===== config.mk =====
export PLATFORM = sky130hd
export DESIGN_NAME = mem_port_arbiter_flat
export DESIGN_NICKNAME = d
export VERILOG_FILES = /design/src/rtl/mem_port_arbiter_if.sv /design/src/rtl/mem_port_arbiter.sv /design/src/flat_wrapper.sv
export SDC_FILE = /design/constraint.sdc
export NUM_CORES = 1
export LEC_CHECK = 0
export BUFFER_PORTS_ARGS = -buffer_cell sky130_fd_sc_hd__buf_2
export CORE_MARGIN = 2
export CORE_UTILIZATION = 51
export CTS_BUF_LIST = sky130_fd_sc_hd__clkbuf_8 sky130_fd_sc_hd__clkbuf_16
export CTS_CLUSTER_SIZE = 24
export DETAILED_ROUTE_END_ITERATION = 8
export HOLD_SLACK_MARGIN = 0.05
export PLACE_DENSITY = 0.75
export SYNTH_ARGS = -nofsm -noshare
export SYNTH_HDL_FRONTEND = slang
export SYNTH_SLANG_ARGS = --single-unit

===== constraint.sdc =====
create_clock -name clk -period 2.44 [get_ports clk]
set_clock_uncertainty 0.2 [all_clocks]
set_input_delay 0.122 -clock clk [delete_from_list [all_inputs] [get_ports clk]]
set_output_delay 0.122 -clock clk [all_outputs]
set_load 0.03 [all_outputs]

===== src/rtl/mem_port_arbiter_if.sv =====
// mem_port_arbiter_if
// Bundles the request/handshake signals between the requesters, the memory
// and the shared-port arbiter.
//   req        requester levels, bit i = requester i
//   mem_ready  memory-done indication
//   grant      one-hot owner of the memory port (0 when idle)
//   sel        index of the granted requester, drives the 4-to-1 addr/data mux
//   mem_start  one-cycle memory access start strobe
//   ack        one-hot one-cycle completion pulse to the owner
//   err        one-cycle pulse alongside ack when the access timed out
//   busy       arbiter is not idle
// Modports: master = requester/memory side, slave = arbiter side.
`timescale 1ns/1ps
interface mem_port_arbiter_if;
    logic [3:0] req;
    logic       mem_ready;
    logic [3:0] grant;
    logic [1:0] sel;
    logic       mem_start;
    logic [3:0] ack;
    logic       err;
    logic       busy;

    modport master (
        output req, mem_ready,
        input  grant, sel, mem_start, ack, err, busy
    );

    modport slave (
        input  req, mem_ready,
        output grant, sel, mem_start, ack, err, busy
    );
endinterface


===== src/rtl/mem_port_arbiter.sv =====
// mem_port_arbiter
// Arbitrates four requesters onto the single shared memory port of the
// multi-cycle CPU: picks a winner, drives the port mux select, issues a start
// strobe, waits for the memory and returns a completion pulse. A per-access
// timeout of TIMEOUT wait cycles guarantees forward progress.
// Ports:
//   clk  rising-edge clock
//   rst  synchronous active-high reset
//   bus  mem_port_arbiter_if.slave (req, mem_ready in; grant, sel,
//        mem_start, ack, err, busy out -- all outputs registered)
// Parameters:
//   TIMEOUT  maximum WAIT cycles per access, 1..255
// Build option:
//   MEM_ARB_ROUND_ROBIN_EN  defined: round-robin winner search starting at a
//                           rotating pointer; undefined: fixed priority with
//                           req[0] highest.
`timescale 1ns/1ps
module mem_port_arbiter #(
    parameter int TIMEOUT = 16
) (
    input  logic               clk,
    input  logic               rst,
    mem_port_arbiter_if.slave  bus
);

    typedef enum logic [1:0] {IDLE, ISSUE, WAIT} state_t;

    localparam logic [7:0] CNT_LAST = 8'(TIMEOUT - 1);

    state_t     state;
    logic [3:0] grant_q;
    logic [1:0] sel_q;
    logic       mem_start_q;
    logic [3:0] ack_q;
    logic       err_q;
    logic       busy_q;
    logic [7:0] cnt;
    logic [1:0] ptr;
    logic [1:0] win;

    // First set request bit scanning start, start+1, ... modulo 4. Scanning
    // from the far end lets the closest hit overwrite the result last.
    function automatic logic [1:0] pick_winner(input logic [3:0] r,
                                               input logic [1:0] start);
        logic [1:0] idx;
        pick_winner = start;
        for (int i = 3; i >= 0; i--) begin
            idx = start + 2'(i);
            if (r[idx]) pick_winner = idx;
        end
    endfunction

`ifndef MEM_ARB_ROUND_ROBIN_EN
    // Fixed priority is the round-robin search anchored at requester 0.
    assign ptr = 2'd0;
`endif

    always_comb begin
        win = pick_winner(bus.req, ptr);
    end

    always_ff @(posedge clk) begin
        if (rst) begin
            state       <= IDLE;
            grant_q     <= 4'd0;
            sel_q       <= 2'd0;
            mem_start_q <= 1'b0;
            ack_q       <= 4'd0;
            err_q       <= 1'b0;
            busy_q      <= 1'b0;
            cnt         <= 8'd0;
`ifdef MEM_ARB_ROUND_ROBIN_EN
            ptr         <= 2'd0;
`endif
        end else begin
            // Strobes default low; each is raised for exactly one cycle.
            mem_start_q <= 1'b0;
            ack_q       <= 4'd0;
            err_q       <= 1'b0;
            case (state)
                IDLE: begin
                    // Outputs are registered, so the ISSUE-cycle values are
                    // loaded on the way into ISSUE.
                    if (bus.req != 4'd0) begin
                        state       <= ISSUE;
                        grant_q     <= 4'b0001 << win;
                        sel_q       <= win;
                        mem_start_q <= 1'b1;
                        busy_q      <= 1'b1;
                    end
                end
                ISSUE: begin
                    state <= WAIT;
                    cnt   <= 8'd0;
                end
                WAIT: begin
                    if (bus.mem_ready || cnt == CNT_LAST) begin
                        state   <= IDLE;
                        ack_q   <= 4'b0001 << sel_q;
                        err_q   <= ~bus.mem_ready;
                        grant_q <= 4'd0;
                        busy_q  <= 1'b0;
`ifdef MEM_ARB_ROUND_ROBIN_EN
                        ptr     <= sel_q + 2'd1;
`endif
                    end else begin
                        cnt <= cnt + 8'd1;
                    end
                end
                default: begin
                    state <= IDLE;
                end
            endcase
        end
    end

    assign bus.grant     = grant_q;
    assign bus.sel       = sel_q;
    assign bus.mem_start = mem_start_q;
    assign bus.ack       = ack_q;
    assign bus.err       = err_q;
    assign bus.busy      = busy_q;

endmodule


===== src/flat_wrapper.sv =====
// flat-port wrapper written by rule: the top's interface ports become plain ports
module mem_port_arbiter_flat 
#(
    parameter int TIMEOUT = 16
)
  (clk, rst, bus_req, bus_mem_ready, bus_grant, bus_sel, bus_mem_start, bus_ack, bus_err, bus_busy);
  mem_port_arbiter_if bus_i ();
  input  logic clk;
  input  logic rst;
  input wire logic [$bits(bus_i.req)-1:0] bus_req;
  input wire logic [$bits(bus_i.mem_ready)-1:0] bus_mem_ready;
  output wire logic [$bits(bus_i.grant)-1:0] bus_grant;
  output wire logic [$bits(bus_i.sel)-1:0] bus_sel;
  output wire logic [$bits(bus_i.mem_start)-1:0] bus_mem_start;
  output wire logic [$bits(bus_i.ack)-1:0] bus_ack;
  output wire logic [$bits(bus_i.err)-1:0] bus_err;
  output wire logic [$bits(bus_i.busy)-1:0] bus_busy;
  assign bus_i.req = bus_req;
  assign bus_i.mem_ready = bus_mem_ready;
  assign bus_grant = bus_i.grant;
  assign bus_sel = bus_i.sel;
  assign bus_mem_start = bus_i.mem_start;
  assign bus_ack = bus_i.ack;
  assign bus_err = bus_i.err;
  assign bus_busy = bus_i.busy;
  mem_port_arbiter #(.TIMEOUT(TIMEOUT)) u_core (.clk(clk), .rst(rst), .bus(bus_i));
endmodule

Word level (Yosys, flattened, before mapping)

Index checks and enable logic that the tools add are counted.

Flip-flop bits (word level): 23
Input bits: 7

Add/sub/neg operators: 1
Equality and inequality tests: 6
Shift operators: 2
Mux-type cells: 16
Bitwise logic cells: 4
Reductions and logical operators: 11

Operator list:

| kind                                                | count |
|---|---|
| case mux 8 bit (2 select lines)                     | 1 |
| 2-to-1 mux 2 bit                                    | 6 |
| adder 8 x 1 -> 8 bit, second input constant         | 1 |
| equality test 8 x 4 -> 1 bit, second input constant | 1 |
| 2-to-1 mux 4 bit                                    | 2 |
| 2-to-1 mux 8 bit                                    | 1 |
| case mux 4 bit (2 select lines)                     | 1 |
| << shifter 1 x 2 -> 4 bit, first input constant     | 2 |
| case mux 2 bit (3 select lines)                     | 1 |
| AND reduction 2 bit                                 | 3 |
| != test 2 x 1 -> 1 bit, second input constant       | 2 |
| inverter 1 bit                                      | 4 |
| nonzero test 2 bit                                  | 2 |
| nonzero test 4 bit                                  | 1 |
| 2-to-1 mux 1 bit                                    | 3 |
| AND reduction 3 bit                                 | 1 |
| OR reduction 3 bit                                  | 1 |
| equality test 2 x 1 -> 1 bit, second input constant | 1 |
| equality test 2 bit, second input constant          | 1 |
| zero test 2 bit                                     | 1 |
| != test 2 bit, second input constant                | 1 |
| case mux 1 bit (2 select lines)                     | 1 |
| OR reduction 2 bit                                  | 1 |
| logical OR 1 bit                                    | 1 |

Logic depth before layout (Yosys ltp)

Gate-level depths: netlist of the first run.

Depth after elaboration: 7
Mapped depth: 5
Mapped depth without buffers: 5

Worst setup path after synthesis of the first run

Ideal clock, no wire load.

Kind: register to register
Start: register u_core.state[1]
End: register u_core.cnt[7]
Setup time: 0.126 ns
Data arrival time: 1.548 ns
Data required time: 2.114 ns
Path slack: 0.566 ns
Stages on the path, launching flop included: 6
Clock period less this slack: 1.874 ns
Cells stage by stage: dfxtp_1 > or3b_1 > buf_2 > or4_4 > nand4_1 > o31ai_2

Longest elaborated chain between the ends: 3

Ends and longest elaborated chain:

| what                                                                | line                    | source |
|---|---|---|
| start: declaration                                                  | mem_port_arbiter.sv:30  | `state_t state;` |
| start signal: assignment                                            | mem_port_arbiter.sv:64  | `state <= IDLE;` |
| start signal: assignment                                            | mem_port_arbiter.sv:85  | `state <= ISSUE;` |
| start signal: assignment                                            | mem_port_arbiter.sv:93  | `state <= WAIT;` |
| equality test 2 bit or equality test 2 x 1 -> 1 bit (tied branches) | mem_port_arbiter.sv:80  | `case (state)` |
| != test 2 bit (no line) or nonzero test 2 bit (tied branches)       | --                      |  |
| AND reduction 2 bit (no line)                                       | --                      |  |
| end signal: assignment                                              | mem_port_arbiter.sv:107 | `cnt <= cnt + 8'd1;` |
| end: declaration                                                    | mem_port_arbiter.sv:37  | `logic [7:0] cnt;` |

Several ways; a longest one is shown, not always the timed one.
A chain may end at the register's enable or synchronous reset.

Final worst setup path of the first run

Start: input port bus_mem_ready
End: register u_core.cnt[7]

Longest elaborated chain between the ends: 3

Ends and longest elaborated chain:

| what                          | line                   | source |
|---|---|---|
| start: declaration            | flat_wrapper.sv:11     | `input wire logic [$bits(bus_i.mem_ready)-1:0] bus_mem_ready;` |
| logical OR 1 bit              | mem_port_arbiter.sv:97 | `if (bus.mem_ready \|\| cnt == CNT_LAST) begin` |
| != test 2 bit (no line)       | --                     |  |
| AND reduction 2 bit (no line) | --                     |  |

No other way between the ends.

==> results of run 1 <==
## stage by stage
step	hold WS, ns	instance area (sq um)	std cells
after global placement	0.124	1060	142
after floorplan	-0.00562	943	100
after detailed placement	0.131	1060	142
final	0.0550	1150	150
after CTS	0.0579	1150	150
after global routing	0.0697	1150	150
## layout by cell type, fill, tap and decap left out, types with 3 or more instances in the layout
master,synthesis,routed
nand3_1,7,7
dlygate4sd3_1,0,4
nand2_1,4,4
buf_2,1,19
nor3_1,4,4
a21oi_1,9,9
o21ai_0,4,4
clkbuf_8,0,3
inv_1,3,3
nor2_1,8,8
dfxtp_1,23,23
nor3b_1,3,3
## worst max-delay path, stage by stage
cell and delay, ns:
dlygate4sd3_1 0.53, buf_2 0.14, or3b_1 0.45, or4_4 0.57
nand4_1 0.12, o31ai_2 0.08
## worst max path at each step
stage               endpoint  slack [ns]
6_report       u_core.cnt[7]        0.38
5_1_grt        u_core.cnt[7]        0.33
4_1_cts        u_core.cnt[7]        0.37
3_5_place_dp   u_core.cnt[7]        0.52
3_3_place_gp   u_core.cnt[7]        0.56
2_1_floorplan  u_core.cnt[7]        0.57
## power groups by stage
stage	registers, mW	logic, mW	clock network [mW]
after floorplan	0.433	0.0445	0
after global placement	0.411	0.0991	0
after detailed placement	0.412	0.0995	0
after CTS	0.403	0.105	0.235
after global routing	0.406	0.114	0.250
final	0.404	0.105	0.233
## flip-flops by register name, summed over array words and instances (netlist names)
name                  cells
u_core.bus.ack            4
u_core.bus.busy           1
u_core.bus.err            1
u_core.bus.grant          4
u_core.bus.mem_start      1
u_core.bus.sel            2
u_core.cnt                8
u_core.state              2
## routing by layer
layer  GRT usage, %  wire (microns)  vias to the layer above  part of all wire (%)
li1               -               -                      420                     -
met2           29.9             832                       32                    44
met5              0               0                        -                     0
met3           3.46             106                        4                   5.6
met1           25.3             902                      378                    48
met4           8.33              36                        0                   1.9
## cell usage after synthesis
master and count:
nand3_1 7, or2b_1 1, nor2_1 8, buf_2 1, inv_1 3, a21o_1 1, nand2_1 4, or4_4 1
or4_1 1, nor2b_1 2, o41ai_1 1, ha_1 1, nand4_1 2, and2_1 1, a32o_1 2, dfxtp_1 23
nor3_1 4, a21o_4 1, o31ai_2 1, and4_1 1, xor2_1 1, or3b_1 1, or3_1 2, nor4_2 1
o31ai_1 1, nor3b_1 3, o311ai_0 1, a22o_1 1, clkbuf_1 1, o211a_1 2, buf_1 1, o21ai_0 4
nand2b_1 2, mux2i_1 1, and3_1 2, a31oi_1 1, a21oi_1 9
## repair_timing
item	in CTS	in global routing
endpoints found under the setup margin	0	0
hold buffers	4	0
hold endpoints to repair	13	0
## final cells by class
| cell class | instances | area [sq um] |
|---|---|---|
| Clock buffer | 3 | 41.3 |
| Clock inverter | 1 | 5.00 |
| Inverter | 3 | 11.3 |
| Sequential cell | 23 | 460 |
| Tap cell | 25 | 31.3 |
| Multi-Input combinational cell | 71 | 459 |
| Timing Repair Buffer | 24 | 143 |
| Fill cell | 154 | 576 |
## logic make-up (layout without fill, tap and decap cells)
group / Yosys count / after routing / synth area share, %
AO/OA/AOI/OAI: 25 / 25 / 19.1
XOR/XNOR: 1 / 1 / 0.929
adder cells (fa/ha/maj): 1 / 1 / 1.33
buffers and inverters: 6 / 31 / 2.52
flip-flops: 23 / 23 / 48.8
multiplexers: 1 / 1 / 1.06
AND/OR/NAND/NOR: 43 / 43 / 26.3
==> flow_summary.rst, run 1 <==
.. list-table::
   :header-rows: 1

   * - Metric
     - Value
   * - Violation count after the first detailed-route iteration
     - 15
   * - Maximum number of pins on one net before global-route repair
     - 16
   * - Via count of the first global-routing pass
     - 694
   * - Setup repair after global routing missed its margin
     - false
   * - H-tree Lvls
     - 1
   * - Clk Latency, worst-skew pair
     - 0.26 ns
   * - Critical Path Start Type
     - input port
   * - Finish-stage setup viols
     - 0
   * - Layout cell share with drive strength beyond 1
     - 22.4%
   * - Area of the mapped netlist
     - 943 sq um
   * - Result of the run
     - completed
   * - Type of the setup path with the least slack
     - in -> reg
   * - Endpoint with the worst hold slack
     - u_core.bus.grant[2]
   * - Leakage Power
     - 0.509 nW
   * - Setup tns final
     - 0 ns
   * - Max cap viols
     - 0
   * - Total length of routed wires
     - 1.88 mm
   * - Switching Fraction
     - 26.7%
   * - Final net count
     - 134
   * - Final hold violations
     - 0
   * - Final cell utilization of the core
     - 66.7%
   * - Critical Path RT
     - 2.39 ns
   * - Reg power frac
     - 54.4%
   * - Clk Tree Root Cell
     - clkbuf_8
   * - Via density per instance
     - 5.56
   * - Number of distinct library cells after synthesis
     - 37
   * - Start point of the critical path
     - bus_mem_ready
   * - Largest vdd supply drop
     - 0.000438 V
   * - Origin of the critical flop-to-flop path
     - u_core.state[1]
   * - Vias
     - 834
   * - Clock transition time at the flip-flop clock pins of the worst setup and hold paths
     - 0.08 ns
   * - Total clock buffers created by CTS
     - 3
   * - Cell internal power dissipation
     - 0.544 mW
   * - Overall routing resource usage
     - 18.9%
   * - Relative slew slack
     - 69.4%
   * - Net switching power figure
     - 0.198 mW
   * - Wirelength per Cell
     - 12.5 microns
   * - Post-detail-place hpwl
     - 1.34 mm
   * - Core area
     - 1730 sq um
   * - Global-route wire length before repair
     - 2.95 mm
   * - DRC violation count after routing
     - 0
   * - Die boundary width
     - 47.0 microns
   * - Vert. Die Dim
     - 47.0 microns
   * - Number of iterations in the first detailed-routing pass
     - 4
   * - Average size of a mapped cell
     - 9.43 sq um
   * - Hold path startpoint
     - bus_req[2]
   * - Total power of the final layout
     - 0.741 mW
   * - Gate count after technology mapping
     - 100
   * - Critical Path Fanout Max
     - 7
   * - Area Overhead vs Synth
     - 22.0%
   * - Initial standard-cell utilization of the core
     - 54.6%
   * - Overflow left after global routing
     - 0
   * - Part of the total power dissipated in the clock network
     - 31.4%
   * - Largest area contributor in the synthesized netlist
     - dfxtp_1
   * - Minimum period implied by the final worst setup slack
     - 2.06 ns
   * - Setup slack after layout
     - 0.381 ns
   * - Endpoint type of the worst setup path
     - flip-flop
   * - Proportion of netlist area held by the largest area contributor
     - 48.8%
   * - TritonCTS clock tree
     - yes
   * - CP Data Arrival Time
     - 2.01 ns
   * - Number of rows in the core area
     - 15
   * - Number of gates given a new drive strength after cts
     - 0
   * - Pre-CTS setup slack
     - 0.520 ns
   * - Seq cells post-synth
     - 23
   * - Maximum clock frequency
     - 486 MHz
   * - Final worst-path cycle share
     - 84.4%
   * - Number of nets in the synthesized netlist
     - 108
   * - Warnings from Yosys
     - 0
   * - Classification of the worst-slack hold path
     - in -> reg
   * - Remaining antenna violation count after routing
     - 0
   * - Transition time at the pin with the least slew margin
     - 0.456 ns
   * - Total power density per cell area
     - 644 nW/um^2
   * - Number of antenna violations at the first check in global routing
     - 0
   * - Number of buffers on the longest clock path
     - 2
   * - Number of instances on the worst hold path
     - 3
   * - Reg2Reg Capture Point
     - u_core.cnt[7]
   * - Count of inserted antenna diode cells
     - 0
   * - IO buf count
     - 19
   * - Die area
     - 2210 sq um
   * - Relative contribution of combinational cells to total power
     - 14.2%
   * - Sequential-to-total area share from yosys stat
     - 48.8%
   * - Top Ports
     - 20
   * - Clk sinks
     - 23
   * - Setup Buffers After CTS
     - 0
   * - Max-slew violations
     - 0
   * - Number of cells on the worst reg-to-reg path
     - 4
   * - Synth top area cells
     - dfxtp_1 49%, a21oi_1 4.8%, nand3_1 3.7%, nor2_1 3.2%, nor3b_1 2.4%
   * - R2r setup slk
     - 0.50 ns
   * - Placer congestion estimate
     - 0.810
Note: power is estimated with default switching activity, not from simulation.
==> run 2: changes to the inputs <==
--- a/config.mk
+++ b/config.mk
@@ -7,12 +7,12 @@
 export LEC_CHECK = 0
 export BUFFER_PORTS_ARGS = -buffer_cell sky130_fd_sc_hd__buf_2
 export CORE_MARGIN = 2
-export CORE_UTILIZATION = 51
+export CORE_UTILIZATION = 46
 export CTS_BUF_LIST = sky130_fd_sc_hd__clkbuf_8 sky130_fd_sc_hd__clkbuf_16
 export CTS_CLUSTER_SIZE = 24
 export DETAILED_ROUTE_END_ITERATION = 8
 export HOLD_SLACK_MARGIN = 0.05
-export PLACE_DENSITY = 0.75
+export PLACE_DENSITY = 0.72
 export SYNTH_ARGS = -nofsm -noshare
 export SYNTH_HDL_FRONTEND = slang
 export SYNTH_SLANG_ARGS = --single-unit
==> constraint.sdc (replaced) <==
create_clock -name clk -period 1.8 [get_ports clk]
set_clock_uncertainty 0.2 [all_clocks]
set_input_delay 0.09 -clock clk [delete_from_list [all_inputs] [get_ports clk]]
set_output_delay 0.09 -clock clk [all_outputs]
set_load 0.03 [all_outputs]
==> flow_summary.rst, run 2 (synthesized netlist as in run 1, its figures left out) <==
.. list-table::
   :header-rows: 1

   * - Metric
     - Value
   * - Reg power frac
     - 52.7% (was 54.4%)
   * - Clk sinks
     - 23 (unchanged)
   * - Number of iterations in the first detailed-routing pass
     - 4 (unchanged)
   * - Leakage Power
     - 0.544 nW (was 0.509 nW)
   * - Cell internal power dissipation
     - 0.753 mW (was 0.544 mW)
   * - Leading cell type in the layout, fill and taps excluded
     - dfxtp_1 (unchanged)
   * - Max cap viols
     - 0 (unchanged)
   * - Kind of cell with the highest combined delay on the critical path
     - simple AND/OR/NAND/NOR gates (unchanged)
   * - Minimum period implied by the final worst setup slack
     - 1.72 ns
   * - IO buf count
     - 19 (unchanged)
   * - Clk Latency, worst-skew pair
     - 0.26 ns (about the same)
   * - Worst path cell trace
     - ha_1 -> and3_4 -> a21o_4 -> or3_1 -> a31oi_1 (was dlygate4sd3_1 -> buf_2 -> or3b_1 -> or4_4 -> nand4_1 -> o31ai_2)
   * - CP Data Arrival Time
     - 1.72 ns (was 2.01 ns)
   * - Register containing the most flip-flops in the final layout
     - u_core.cnt (unchanged)
   * - Top Ports
     - 20 (unchanged)
   * - Cell at the slowest stage of the critical path
     - dfxtp_2 (was or4_4)
   * - Relative contribution of combinational cells to total power
     - 16.2% (was 14.2%)
   * - Layout cell share with drive strength beyond 1
     - 31.3% (was 22.4%)
   * - Setup tns final
     - 0 ns (unchanged)
   * - Die boundary width
     - 49.3 microns (was 47.0 microns)
   * - Finish-stage setup viols
     - 0 (unchanged)
   * - Hold path startpoint
     - bus_req[3] (was bus_req[2])
   * - Part of the total power dissipated in the clock network
     - 31.1% (was 31.4%)
   * - Final hold slack
     - 0.0530 ns (was 0.0550 ns)
   * - Via count of the first global-routing pass
     - 819 (was 694)
   * - Count of inserted antenna diode cells
     - 0 (unchanged)
   * - Total length of routed wires
     - 1.99 mm (was 1.88 mm)
   * - Maximum number of pins on one net before global-route repair
     - 16 (unchanged)
   * - Largest stage delay, worst path
     - 0.34 ns (was 0.57 ns)
   * - Initial standard-cell utilization of the core
     - 48.6% (was 54.6%)
   * - Max-slew violations
     - 0 (unchanged)
   * - Final cell utilization of the core
     - 63.5% (was 66.7%)
   * - Vias
     - 870 (was 834)
   * - Critical Path RT
     - 1.80 ns (was 2.39 ns)
   * - H-tree Lvls
     - 1 (unchanged)
   * - Total power density per cell area
     - 837 nW/um^2 (was 644 nW/um^2)
   * - Die area
     - 2430 sq um (was 2210 sq um)
   * - Number of cells on the worst reg-to-reg path
     - 5 (was 4)
   * - Final worst-path cycle share
     - 95.4%
   * - Setup Buffers After CTS
     - 0 (unchanged)
   * - Reg2Reg Capture Point
     - u_core.cnt[6] (was u_core.cnt[7])
   * - Classification of the worst-slack hold path
     - in -> reg (unchanged)
   * - Final hold violations
     - 0 (unchanged)
   * - Area taken by multi-input logic gates
     - 489 sq um (was 459 sq um)
   * - Placer congestion estimate
     - 0.765 (was 0.810)
   * - Overall routing resource usage
     - 17.8% (was 18.9%)
   * - Remaining antenna violation count after routing
     - 0 (unchanged)
   * - Number of buffers on the longest clock path
     - 2 (unchanged)
   * - Origin of the critical flop-to-flop path
     - u_core.cnt[0] (was u_core.state[1])
   * - Global-route wire length before repair
     - 3.38 mm (was 2.95 mm)
   * - TritonCTS clock tree
     - yes (unchanged)
   * - Via density per instance
     - 5.51 (was 5.56)
   * - Area Overhead vs Synth
     - 30.8% (was 22.0%)
   * - Reg area
     - 463 sq um (was 460 sq um)
   * - Clock transition time at the flip-flop clock pins of the worst setup and hold paths
     - 0.08 ns (about the same)
   * - Clk Tree Root Cell
     - clkbuf_8 (unchanged)
   * - Vert. Die Dim
     - 49.3 microns (was 47.0 microns)
   * - Final net count
     - 140 (was 134)
   * - Wirelength per Cell
     - 12.6 microns (was 12.5 microns)
   * - Bufs and invs on worst path
     - 0 (was 2)
   * - Commonest cells after routing, fill and taps aside
     - 21 x dfxtp_1, 19 x buf_2, 9 x a21oi_1, 8 x nor2_1, 7 x nand3_1 (was 23 x dfxtp_1, 19 x buf_2, 9 x a21oi_1, 8 x nor2_1, 7 x nand3_1)
   * - Net switching power figure
     - 0.280 mW (was 0.198 mW)
   * - Number of instances on the worst hold path
     - 4 (was 3)
   * - DRC violation count after routing
     - 0 (unchanged)
   * - Switching Fraction
     - 27.1% (was 26.7%)
   * - Result of the run
     - completed (unchanged)
   * - Type of the setup path with the least slack
     - reg -> reg (was in -> reg)
   * - Number of rows in the core area
     - 16 (was 15)
   * - R2r setup slk
     - 0.08 ns (was 0.50 ns)
   * - Endpoint with the worst hold slack
     - u_core.bus.mem_start (was u_core.bus.grant[2])
   * - Largest vdd supply drop
     - 0.000613 V (was 0.000438 V)
   * - Total clock buffers created by CTS
     - 3 (unchanged)
   * - Transition time at the pin with the least slew margin
     - 0.361 ns (was 0.456 ns)
   * - Post-detail-place hpwl
     - 1.37 mm (was 1.34 mm)
   * - Relative slew slack
     - 75.8% (was 69.4%)
   * - Critical Path Fanout Max
     - 5 (was 7)
   * - Number of antenna violations at the first check in global routing
     - 0 (unchanged)
   * - Filler cell count in the final layout
     - 177 (was 154)
   * - Number of flip-flops under the largest register name
     - 8 (unchanged)
   * - Maximum clock frequency
     - 582 MHz
   * - Core area
     - 1940 sq um (was 1730 sq um)
   * - Violation count after the first detailed-route iteration
     - 5 (was 15)
   * - Critical Path Start Type
     - flip-flop (was input port)
   * - Endpoint type of the worst setup path
     - flip-flop (unchanged)
   * - Overflow left after global routing
     - 0 (unchanged)
[run 2: repair_timing]
action,in CTS,in global routing
endpoints found under the hold margin,16,0
gates resized for setup,2,6
hold buffers,5,0
setup endpoints to repair,2,10
[run 2: per-stage QoR]
stage	power [mW]	area [sq um]	worst slack, ns	cells
floorplan	0.650	951	0.0391	100
global placement	0.706	1110	0.0507	149
global route	1.08	1230	-0.00493	158
finish	1.03	1230	0.0831	158
CTS	1.04	1210	0.0137	158
detailed placement	0.707	1110	-0.0363	149
[run 2: area by class of cell]
class	instances	share of cell area (%)
multi-input combinational	71	39.7
timing repair buffer	30	15.4
sequential	23	37.5
inverter	3	0.913
clock buffer	3	3.35
tap	27	2.74
clock inverter	1	0.406
[run 2: worst register-to-register path, cell delays in order (launching register included)]
cell,delay [ns]
dfxtp_2,0.34
ha_1,0.22
and3_4,0.21
a21o_4,0.20
or3_1,0.33
a31oi_1,0.15
[run 2: how the worst max path moves through the flow]
stage / cells after the start / startpoint / slack, ns / end
after floorplan: 5 / u_core.state[1] / 0.04 / u_core.cnt[6]
after global placement: 5 / u_core.cnt[0] / 0.05 / u_core.bus.ack[1]
after detailed placement: 5 / u_core.cnt[0] / -0.04 / u_core.bus.ack[2]
after CTS: 6 / bus_req[2] / 0.01 / u_core.bus.grant[1]
after global routing: 5 / u_core.cnt[1] / -0.005 / u_core.bus.ack[1]
final: 5 / u_core.cnt[0] / 0.08 / u_core.cnt[6]
[run 2: routing by layer]
| metal | vias up | track usage [%] | wire, microns |
|---|---|---|---|
| li1 | 431 | - | - |
| met4 | 0 | 9.05 | 29 |
| met3 | 3 | 3.37 | 65 |
| met2 | 16 | 30.2 | 983 |
| met5 | - | 0 | 0 |
| met1 | 420 | 21.1 | 909 |
[run 2: power groups by stage]
stage,combinational [mW],sequential (mW),clock [mW]
after floorplan,0.0619,0.588,0
after detailed placement,0.152,0.555,0
final,0.167,0.544,0.321
after global placement,0.152,0.554,0
after CTS,0.162,0.544,0.331
after global routing,0.182,0.547,0.350
==> run 3: changes to the inputs <==
--- a/config.mk
+++ b/config.mk
@@ -9,10 +9,12 @@
 export CORE_MARGIN = 2
 export CORE_UTILIZATION = 46
 export CTS_BUF_LIST = sky130_fd_sc_hd__clkbuf_8 sky130_fd_sc_hd__clkbuf_16
+export CTS_CLUSTER_DIAMETER = 150
 export CTS_CLUSTER_SIZE = 24
 export DETAILED_ROUTE_END_ITERATION = 8
 export HOLD_SLACK_MARGIN = 0.05
 export PLACE_DENSITY = 0.72
+export RECOVER_POWER = 100
 export SYNTH_ARGS = -nofsm -noshare
 export SYNTH_HDL_FRONTEND = slang
 export SYNTH_SLANG_ARGS = --single-unit
==> flow_summary.rst, run 3 (synthesized netlist as in run 1, its figures left out) <==
.. list-table::
   :header-rows: 1

   * - Metric
     - Value
   * - Wirelength per Cell
     - 12.5 microns (was 12.6 microns)
   * - Max-slew violations
     - 0 (unchanged)
   * - Total clock buffers created by CTS
     - 3 (unchanged)
   * - TritonCTS clock tree
     - yes (unchanged)
   * - Max cap viols
     - 0 (unchanged)
   * - Clk Latency, worst-skew pair
     - 0.26 ns (about the same)
   * - Post-detail-place hpwl
     - 1.37 mm (unchanged)
   * - Maximum clock frequency
     - 584 MHz (was 582 MHz)
   * - Vias
     - 872 (was 870)
   * - Number of rows in the core area
     - 16 (unchanged)
   * - Classification of the worst-slack hold path
     - in -> reg (unchanged)
   * - Register containing the most flip-flops in the final layout
     - u_core.cnt (unchanged)
   * - Placer congestion estimate
     - 0.765 (unchanged)
   * - Cell internal power dissipation
     - 0.748 mW (was 0.753 mW)
   * - Minimum period implied by the final worst setup slack
     - 1.71 ns (was 1.72 ns)
   * - Pre-CTS setup slack
     - -0.0363 ns (unchanged)
   * - Clk sinks
     - 23 (unchanged)
   * - Number of antenna violations at the first check in global routing
     - 0 (unchanged)
   * - Setup slack after layout
     - 0.0867 ns (was 0.0831 ns)
   * - Filler cell count in the final layout
     - 189 (was 177)
   * - Endpoint type of the worst setup path
     - flip-flop (unchanged)
   * - Result of the run
     - completed (unchanged)
   * - Clk Tree Root Cell
     - clkbuf_8 (unchanged)
   * - Part of the total power dissipated in the clock network
     - 31.2% (was 31.1%)
   * - Critical Path RT
     - 1.80 ns (about the same)
   * - Finish-stage setup viols
     - 0 (unchanged)
   * - Type of the setup path with the least slack
     - reg -> reg (unchanged)
   * - Largest vdd supply drop
     - 0.000609 V (was 0.000613 V)
   * - R2r setup slk
     - 0.09 ns (was 0.08 ns)
   * - Layout cell share with drive strength beyond 1
     - 21.4% (was 31.3%)
   * - Final net count
     - 140 (unchanged)
   * - Leading cell type in the layout, fill and taps excluded
     - dfxtp_1 (unchanged)
   * - IO buf count
     - 19 (unchanged)
   * - Core area
     - 1940 sq um (unchanged)
   * - Hold path startpoint
     - bus_req[3] (unchanged)
   * - Switching Fraction
     - 27.1% (about the same)
   * - Relative contribution of combinational cells to total power
     - 15.7% (was 16.2%)
   * - Number of iterations in the first detailed-routing pass
     - 4 (unchanged)
   * - Final hold violations
     - 0 (unchanged)
   * - CP Data Arrival Time
     - 1.71 ns (was 1.72 ns)
   * - Total length of routed wires
     - 1.98 mm (was 1.99 mm)
   * - Vert. Die Dim
     - 49.3 microns (unchanged)
   * - Number of cells on the worst reg-to-reg path
     - 5 (unchanged)
   * - Initial standard-cell utilization of the core
     - 48.6% (unchanged)
   * - Area Overhead vs Synth
     - 28.4% (was 30.8%)
   * - Number of flip-flops under the largest register name
     - 8 (unchanged)
   * - Critical Path Fanout Max
     - 5 (unchanged)
   * - Total power of the final layout
     - 1.03 mW (about the same)
   * - Final Non-Filler Cells
     - 158 (unchanged)
   * - Reg area
     - 463 sq um (unchanged)
   * - Routed met2 length
     - 997 microns (was 983 microns)
   * - DRC violation count after routing
     - 0 (unchanged)
   * - Total power density per cell area
     - 848 nW/um^2 (was 837 nW/um^2)
   * - Commonest cells after routing, fill and taps aside
     - 21 x dfxtp_1, 13 x clkbuf_1, 9 x a21oi_1, 8 x nor2_1, 7 x nand3_1 (was 21 x dfxtp_1, 19 x buf_2, 9 x a21oi_1, 8 x nor2_1, 7 x nand3_1)
   * - Reg2Reg Capture Point
     - u_core.cnt[6] (unchanged)
   * - Endpoint with the worst hold slack
     - u_core.bus.mem_start (unchanged)
   * - Top Ports
     - 20 (unchanged)
   * - Overflow left after global routing
     - 0 (unchanged)
   * - Maximum number of pins on one net before global-route repair
     - 16 (unchanged)
   * - Remaining antenna violation count after routing
     - 0 (unchanged)
   * - Leakage Power
     - 0.489 nW (was 0.544 nW)
   * - Placed cell count
     - 149 (unchanged)
   * - Relative slew slack
     - 75.8% (about the same)
   * - H-tree Lvls
     - 1 (unchanged)
   * - Setup repair after global routing missed its margin
     - false
   * - Violation count after the first detailed-route iteration
     - 7 (was 5)
   * - Origin of the critical flop-to-flop path
     - u_core.cnt[0] (unchanged)
   * - Clock transition time at the flip-flop clock pins of the worst setup and hold paths
     - 0.08 ns (about the same)
   * - Met3 Wirelength
     - 53 microns (was 65 microns)
   * - Net switching power figure
     - 0.279 mW (was 0.280 mW)
   * - Setup Buffers After CTS
     - 0 (unchanged)
   * - Global-route wire length before repair
     - 3.38 mm (unchanged)
   * - Final worst-path cycle share
     - 95.2% (was 95.4%)
   * - Overall routing resource usage
     - 17.8% (unchanged)
   * - Via density per instance
     - 5.52 (was 5.51)
   * - Critical Path Start Type
     - flip-flop (unchanged)
   * - Uppermost layer routed
     - met4 (unchanged)
   * - Die boundary width
     - 49.3 microns (unchanged)
   * - Count of inserted antenna diode cells
     - 0 (unchanged)
   * - Number of instances on the worst hold path
     - 4 (unchanged)
   * - Reg power frac
     - 53.0% (was 52.7%)
   * - Area taken by multi-input logic gates
     - 483 sq um (was 489 sq um)
   * - Die area
     - 2430 sq um (unchanged)
   * - Number of buffers on the longest clock path
     - 2 (unchanged)
   * - Met1 wire length
     - 892 microns (was 909 microns)
   * - Transition time at the pin with the least slew margin
     - 0.360 ns (was 0.361 ns)
   * - Via count of the first global-routing pass
     - 819 (unchanged)
run 3: cell count changes in the layout (fill, tap and decap cells not counted), sizes merged:
cell | previous run | this run
buf | 25 | 11
clkbuf | 3 | 17
run 3: power groups by stage:
stage	Combinational [mW]	Clock (mW)	Sequential, mW
floorplan	0.0619	0	0.588
finish	0.162	0.321	0.545
global route	0.176	0.350	0.548
CTS	0.162	0.331	0.544
detailed placement	0.152	0	0.555
global placement	0.152	0	0.554
run 3: area by class of cell:
| class | instances | share of cell area [%] |
|---|---|---|
| sequential | 23 | 38.2 |
| clock buffer | 3 | 3.41 |
| inverter | 3 | 0.930 |
| timing repair buffer | 30 | 14.4 |
| multi-input combinational | 71 | 39.9 |
| tap | 27 | 2.79 |
| clock inverter | 1 | 0.413 |
run 3: how the worst max path moves through the flow:
stage	start	slack, ns	cells past startpoint	to
5_1_grt	u_core.cnt[1]	0.001	5	u_core.bus.ack[1]
6_report	u_core.cnt[0]	0.09	5	u_core.cnt[6]
2_1_floorplan	u_core.state[1]	0.04	5	u_core.cnt[6]
3_5_place_dp	u_core.cnt[0]	-0.04	5	u_core.bus.ack[2]
3_3_place_gp	u_core.cnt[0]	0.05	5	u_core.bus.ack[1]
4_1_cts	bus_req[2]	0.01	6	u_core.bus.grant[1]
run 3: metrics by stage:
stage               util, %  setup TNS [ns]  hold slack, ns  cell area, sq um
finish                 62.4               0          0.0565              1210
global route           62.4               0          0.0946              1210
CTS                    62.4               0          0.0566              1210
detailed placement     57.0         -0.0363          0.0896              1110
global placement       57.0               0          0.0954              1110
floorplan                 -               0         -0.0376               951
run 3: repair_timing:
item | 4_1_cts | 5_1_grt
resized for setup | 2 | 6
endpoints found under the setup margin | 2 | 10
hold buffers | 5 | 0
gates cloned | 0 | 0
hold endpoints to repair | 16 | 0
run 3: layer usage:
layer  GRT usage (%)  up-vias
met4            9.05        0
met1            21.1      424
met5               0        -
met2            30.2       14
li1                -      431
met3            3.37        3
run 3: worst max-delay path, stage by stage (launching register included):
cell and delay, ns:
dfxtp_2 0.34, ha_1 0.22, and3_4 0.21, a21o_2 0.19
or3_1 0.33, a31oi_1 0.15
